[src/rtl/popcnt_pkg.sv]
// popcnt_pkg: shared types and helpers for the sequential population counter.
//   state_t      : controller states (IDLE, COUNT, DONE)
//   mode_t       : count ones or count zeros
//   popcnt_cnt_w : result width needed to hold a count of 0..width
package popcnt_pkg;

  typedef enum logic [1:0] {
    IDLE  = 2'd0,
    COUNT = 2'd1,
    DONE  = 2'd2
  } state_t;

  typedef enum logic {
    CNT_ONES  = 1'b0,
    CNT_ZEROS = 1'b1
  } mode_t;

  function automatic int popcnt_cnt_w(input int width);
    return $clog2(width + 1);
  endfunction

endpackage

[src/rtl/popcnt_chunk.sv]
// popcnt_chunk: combinational population count of one CHUNK-bit slice.
//   bits  : slice to count (already padded/masked by the caller)
//   count : number of ones in bits, $clog2(CHUNK+1) wide
module popcnt_chunk #(
  parameter  int CHUNK = 16,
  localparam int CW    = $clog2(CHUNK + 1)
) (
  input  logic [CHUNK-1:0] bits,
  output logic [CW-1:0]    count
);

  always_comb begin
    count = '0;
    for (int i = 0; i < CHUNK; i++) begin
      count = count + CW'(bits[i]);
    end
  end

endmodule

[src/rtl/popcnt_seq.sv]
// popcnt_seq: multi-cycle population counter, CHUNK bits per cycle.
//   clk, rst_n          : clock, asynchronous active-low reset
//   in_valid/in_ready   : operand handshake; in_data + in_mode sampled on accept
//   out_valid/out_ready : result handshake; out_count held while out_valid
//   busy                : high while counting
// Zero-counting inverts the operand at capture; chunk bits beyond WIDTH are
// forced to zero afterwards so padding never contributes in either mode.
module popcnt_seq
  import popcnt_pkg::*;
#(
  parameter  int WIDTH  = 128,
  parameter  int CHUNK  = 16,
  localparam int NCHUNK = (WIDTH + CHUNK - 1) / CHUNK,
  localparam int CNT_W  = popcnt_cnt_w(WIDTH)
) (
  input  logic             clk,
  input  logic             rst_n,
  input  logic             in_valid,
  output logic             in_ready,
  input  logic [WIDTH-1:0] in_data,
  input  logic             in_mode,
  output logic             out_valid,
  input  logic             out_ready,
  output logic [CNT_W-1:0] out_count,
  output logic             busy
);

  localparam int IDX_W = (NCHUNK > 1) ? $clog2(NCHUNK) : 1;
  localparam int CW    = $clog2(CHUNK + 1);

  state_t                   state, state_nx;
  logic [WIDTH-1:0]         operand;
  logic [IDX_W-1:0]         idx;
  logic [CNT_W-1:0]         acc;
  logic                     armed;
  logic [NCHUNK*CHUNK-1:0]  padded;
  logic [CHUNK-1:0]         chunk;
  logic [CW-1:0]            chunk_cnt;
  logic                     accept;
  logic                     last;

  // armed keeps in_ready low during reset and until the first clock after it
  assign in_ready  = armed && (state == IDLE);
  assign busy      = (state == COUNT);
  assign out_valid = (state == DONE);
  assign out_count = acc;

  assign accept = in_valid && in_ready;
  assign last   = (idx == IDX_W'(NCHUNK - 1));

  always_comb begin
    padded = '0;
    padded[WIDTH-1:0] = operand;
  end

  assign chunk = padded[idx*CHUNK +: CHUNK];

  popcnt_chunk #(.CHUNK(CHUNK)) u_chunk (
    .bits  (chunk),
    .count (chunk_cnt)
  );

  always_ff @(posedge clk or negedge rst_n) begin
    if (!rst_n) begin
      state <= IDLE;
    end else begin
      state <= state_nx;
    end
  end

  always_comb begin
    state_nx = state;
    case (state)
      IDLE:    if (accept)    state_nx = COUNT;
      COUNT:   if (last)      state_nx = DONE;
      DONE:    if (out_ready) state_nx = IDLE;
      default:                state_nx = IDLE;
    endcase
  end

  always_ff @(posedge clk or negedge rst_n) begin
    if (!rst_n) begin
      armed   <= 1'b0;
      operand <= '0;
      acc     <= '0;
      idx     <= '0;
    end else begin
      armed <= 1'b1;
      if (accept) begin
        operand <= (mode_t'(in_mode) == CNT_ZEROS) ? ~in_data : in_data;
        acc     <= '0;
        idx     <= '0;
      end else if (state == COUNT) begin
        acc <= acc + CNT_W'(chunk_cnt);
        idx <= last ? '0 : idx + 1'b1;
      end
    end
  end

endmodule

[config.mk]
export PLATFORM = sky130hd
export DESIGN_NAME = popcnt_seq
export DESIGN_NICKNAME = d
export VERILOG_FILES = /design/src/rtl/popcnt_pkg.sv /design/src/rtl/popcnt_chunk.sv /design/src/rtl/popcnt_seq.sv
export SDC_FILE = /design/constraint.sdc
export NUM_CORES = 1
export LEC_CHECK = 0
export ABC_AREA = 1
export BUFFER_PORTS_ARGS = -buffer_cell sky130_fd_sc_hd__buf_2
export CORE_ASPECT_RATIO = 1.5
export CORE_MARGIN = 3
export CORE_UTILIZATION = 50
export DETAILED_ROUTE_END_ITERATION = 8
export GPL_ROUTABILITY_DRIVEN = 0
export HOLD_SLACK_MARGIN = 0.02
export PLACE_DENSITY = 0.73
export SLEW_MARGIN = 25
export SYNTH_ARGS = -nofsm -noshare
export SYNTH_HDL_FRONTEND = slang
export SYNTH_SLANG_ARGS = --single-unit
export TNS_END_PERCENT = 10
[constraint.sdc]
create_clock -name clk -period 9.2 [get_ports clk]
set_input_delay 1.38 -clock clk [delete_from_list [all_inputs] [get_ports clk]]
set_output_delay 1.38 -clock clk [all_outputs]
set_load 0.05 [all_outputs]
==> flow_metrics.tcl <==
set metrics [dict create \
    status "finished, final reports clean" \
    fin_worst_skew_ns 0.00979 \
    cts.sink_count 142 \
    dieArea_sq_um 18000 \
    synth.distinct_cells 30 \
    global_route_wire_length_before_repair_um 32400 \
    port_buffers 143 \
    clock-root-buffer "sky130_fd_sc_hd__clkbuf_16" \
    crit_required_ns 9.50 \
    maxSlewHeadroom_pct 32.1 \
    critical_path_peak_fanout 39 \
    tritoncts.num_buffers 17 \
    die-width_um 111 \
    min-delay-path-class "flop to flop" \
    most_frequent_cell_on_critical_path "sky130_fd_sc_hd__fa_1" \
    synth_sequential_area_ratio_pct 43.3 \
    drt_iter0_drc 462 \
    tns_ns 0 \
    ys.warnings.count 0 \
    detail_route.first_pass.iterations 5 \
    cpLargestDelayFamily "adder cells" \
    rows 56 \
    synth-edff-count 0 \
    grt.total_usage_pct 22.7 \
    postRouteAntennaNets 0 \
    syn-mean-instance-area_sq_um 8.94 \
    vias_per_cell 5.27 \
    fillers 1439 \
    post-cts-setup-buffers 0 \
    vias 6530 \
    post-route-min-period_ns 6.52 \
    mostFrequentLayoutCell "sky130_fd_sc_hd__nand2_1" \
    area_growth_from_synthesis_to_layout_pct 15.2 \
    clock_path_buffers 2 \
    boundaryPins 144 \
    maxCapViolCount 0 \
    timing.critical_path.arrival_ns 6.82 \
    end_kind "flop" \
    synth_async_sr_flop_share_pct 100 \
    first_global_vias 6473 \
    synth.ff_latch_count 142 \
    synth_cells 918 \
    tritoncts_clock_tree "done" \
    detail_route.drc_violations 0 \
    reg2reg_setup_slack_ns 2.68 \
    grt_max_degree 155 \
    worst_slew_pin_slew_ns 1.02 \
    critPathKind "flop to flop" \
    synthesized_net_count 1074 \
    grt_overflow_total 0 \
    drt_wl_total_um 20400 \
    timing.critical_path.from_type "flop" \
    starting_density_of_the_core_pct 51.8 \
    core_outline_area_sq_um 15800 \
    timing.critical_path.slowest_cell_delay_ns 0.71 \
    cp_cell_sequence "buf_4, clkinv_1, o21ai_0, o22ai_1, nand2_1, nand2_1, ha_1, fa_1, fa_1, fa_1, inv_1, fa_1, fa_1, fa_1, o21ai_0, ha_1, nand2_1, inv_1, nand2_1, nand3_1, a21oi_1, nor2_1" \
    post-dp-hpwl_um 14700 \
    nNetsFinal 1179 \
    setup_viol_count_final 0 \
    hold_viol 0 \
    post_drt_wl_per_cell_um 16.5 \
    clock_insertion_delay_worst_skew_ns 0.41 \
    die_h_um 163 \
    cts_hold_repair.buffers 0 \
    post_cts_resize_count 0 \
    commonest_non_fill_non_tap_cells_in_the_layout "sky130_fd_sc_hd__nand2_1 (239), sky130_fd_sc_hd__dfrtp_1 (141), sky130_fd_sc_hd__buf_2 (141)" \
    synth.cell_area_sq_um 8210 \
    layout-drive-gt1-share_pct 23.7 \
    rsz0062_at_grt "false" \
    critical_path_buf_inv_count 4 \
    clk_transition_reported_paths_ns 0.06 \
    antenna_found_initial 0 \
    slowest_stage "sky130_fd_sc_hd__clkinv_1" \
    max_freq_ghz 0.153 \
    timing_max_transition_violations_final 0 \
    num_antenna_cells 0 \
    final.period_utilization_pct 70.9 \
    top_reg_cell_synth "sky130_fd_sc_hd__dfrtp_1" \
    cts-htree-levels 4 \
]
## worst register-to-register path, delay by kind of cell (launching register included)
kind            cells  cell delay (ns)
compound gates      4             0.80
fa+ha+maj           8             3.61
flops               1             0.32
simple gates        6             0.52
buf+inv             4             1.19
## cell type report
| cell class | instances | area, sq um | share of cell area (%) |
|---|---|---|---|
| multi-input cells | 686 | 4140 | 43.8 |
| flip-flops and latches | 142 | 3550 | 37.6 |
| repair buffers | 150 | 817 | 8.65 |
| clock buffers | 22 | 474 | 5.02 |
| well taps | 203 | 254 | 2.69 |
| clock inverters | 10 | 113 | 1.19 |
| inverters | 26 | 97.6 | 1.03 |
## cells by family (layout without fill, tap and decap cells)
logic type	after synthesis	count (layout)	synth area share (%)
XOR/XNOR	130	130	13.9
other	1	1	0.0457
adder cells (fa/ha/maj)	23	23	4.51
AND/OR/NAND/NOR	323	323	15.5
AO/OA/AOI/OAI	209	209	16.3
buffers and inverters	90	208	6.40
flip-flops	142	142	43.3
## worst paths after layout
path                              from            to  depth (start not counted)
min in group asynchronous        rst_n         armed                          1
max in group asynchronous        rst_n    operand[0]                          2
hold reg to reg            operand[25]   operand[25]                          2
setup / recovery                idx[1]  out_count[5]                         22
setup reg to reg                idx[1]  out_count[5]                         22
hold / removal             operand[25]   operand[25]                          2
## metal layers
layer  vias to the layer above  share of wire, %  GRT usage, %
met1                      3053                38          25.8
met3                        54               4.2          3.57
met4                         0               4.6          11.9
li1                       3204                 -             -
met2                       219                53          41.2
met5                         -                 0             0
## stage by stage
| stage | utilization (%) | setup slack [ns] | cell area [sq um] | hold slack, ns | cells |
|---|---|---|---|---|---|
| floorplan | - | 3.80 | 8210 | 0.450 | 918 |
| global placement | 55.6 | 2.94 | 8810 | 0.460 | 1205 |
| detailed placement | 55.7 | 2.76 | 8820 | 0.464 | 1205 |
| CTS | 59.4 | 2.69 | 9400 | 0.479 | 1237 |
| global route | 59.7 | 2.19 | 9450 | 0.510 | 1239 |
| finish | 59.7 | 2.68 | 9450 | 0.480 | 1239 |
## sequential cells by signal, summed over array words and instances (netlist names)
name and cells:
idx 3, state 2, out_count 8, armed 1, operand 128
## cell usage after synthesis, types with 7 or more instances
cell type | number | share of area (%)
sky130_fd_sc_hd__nand2_1 | 239 | 11
sky130_fd_sc_hd__dfrtp_1 | 142 | 43
sky130_fd_sc_hd__xnor2_1 | 129 | 14
sky130_fd_sc_hd__o21ai_1 | 71 | 4.3
sky130_fd_sc_hd__o21ai_2 | 60 | 6.4
sky130_fd_sc_hd__nor2_1 | 46 | 2.1
sky130_fd_sc_hd__o21ai_0 | 38 | 2.3
sky130_fd_sc_hd__nand3_1 | 33 | 2.0
sky130_fd_sc_hd__buf_2 | 21 | 1.3
sky130_fd_sc_hd__buf_6 | 21 | 2.9
sky130_fd_sc_hd__clkbuf_1 | 21 | 0.96
sky130_fd_sc_hd__inv_1 | 21 | 0.96
sky130_fd_sc_hd__ha_1 | 12 | 1.8
sky130_fd_sc_hd__fa_1 | 11 | 2.7
sky130_fd_sc_hd__a31oi_1 | 10 | 0.76
sky130_fd_sc_hd__o22ai_1 | 7 | 0.53
Power is left out: the tool's default activity adds up to more than one toggle a clock period on the data nets, which glitch-free logic cannot reach.
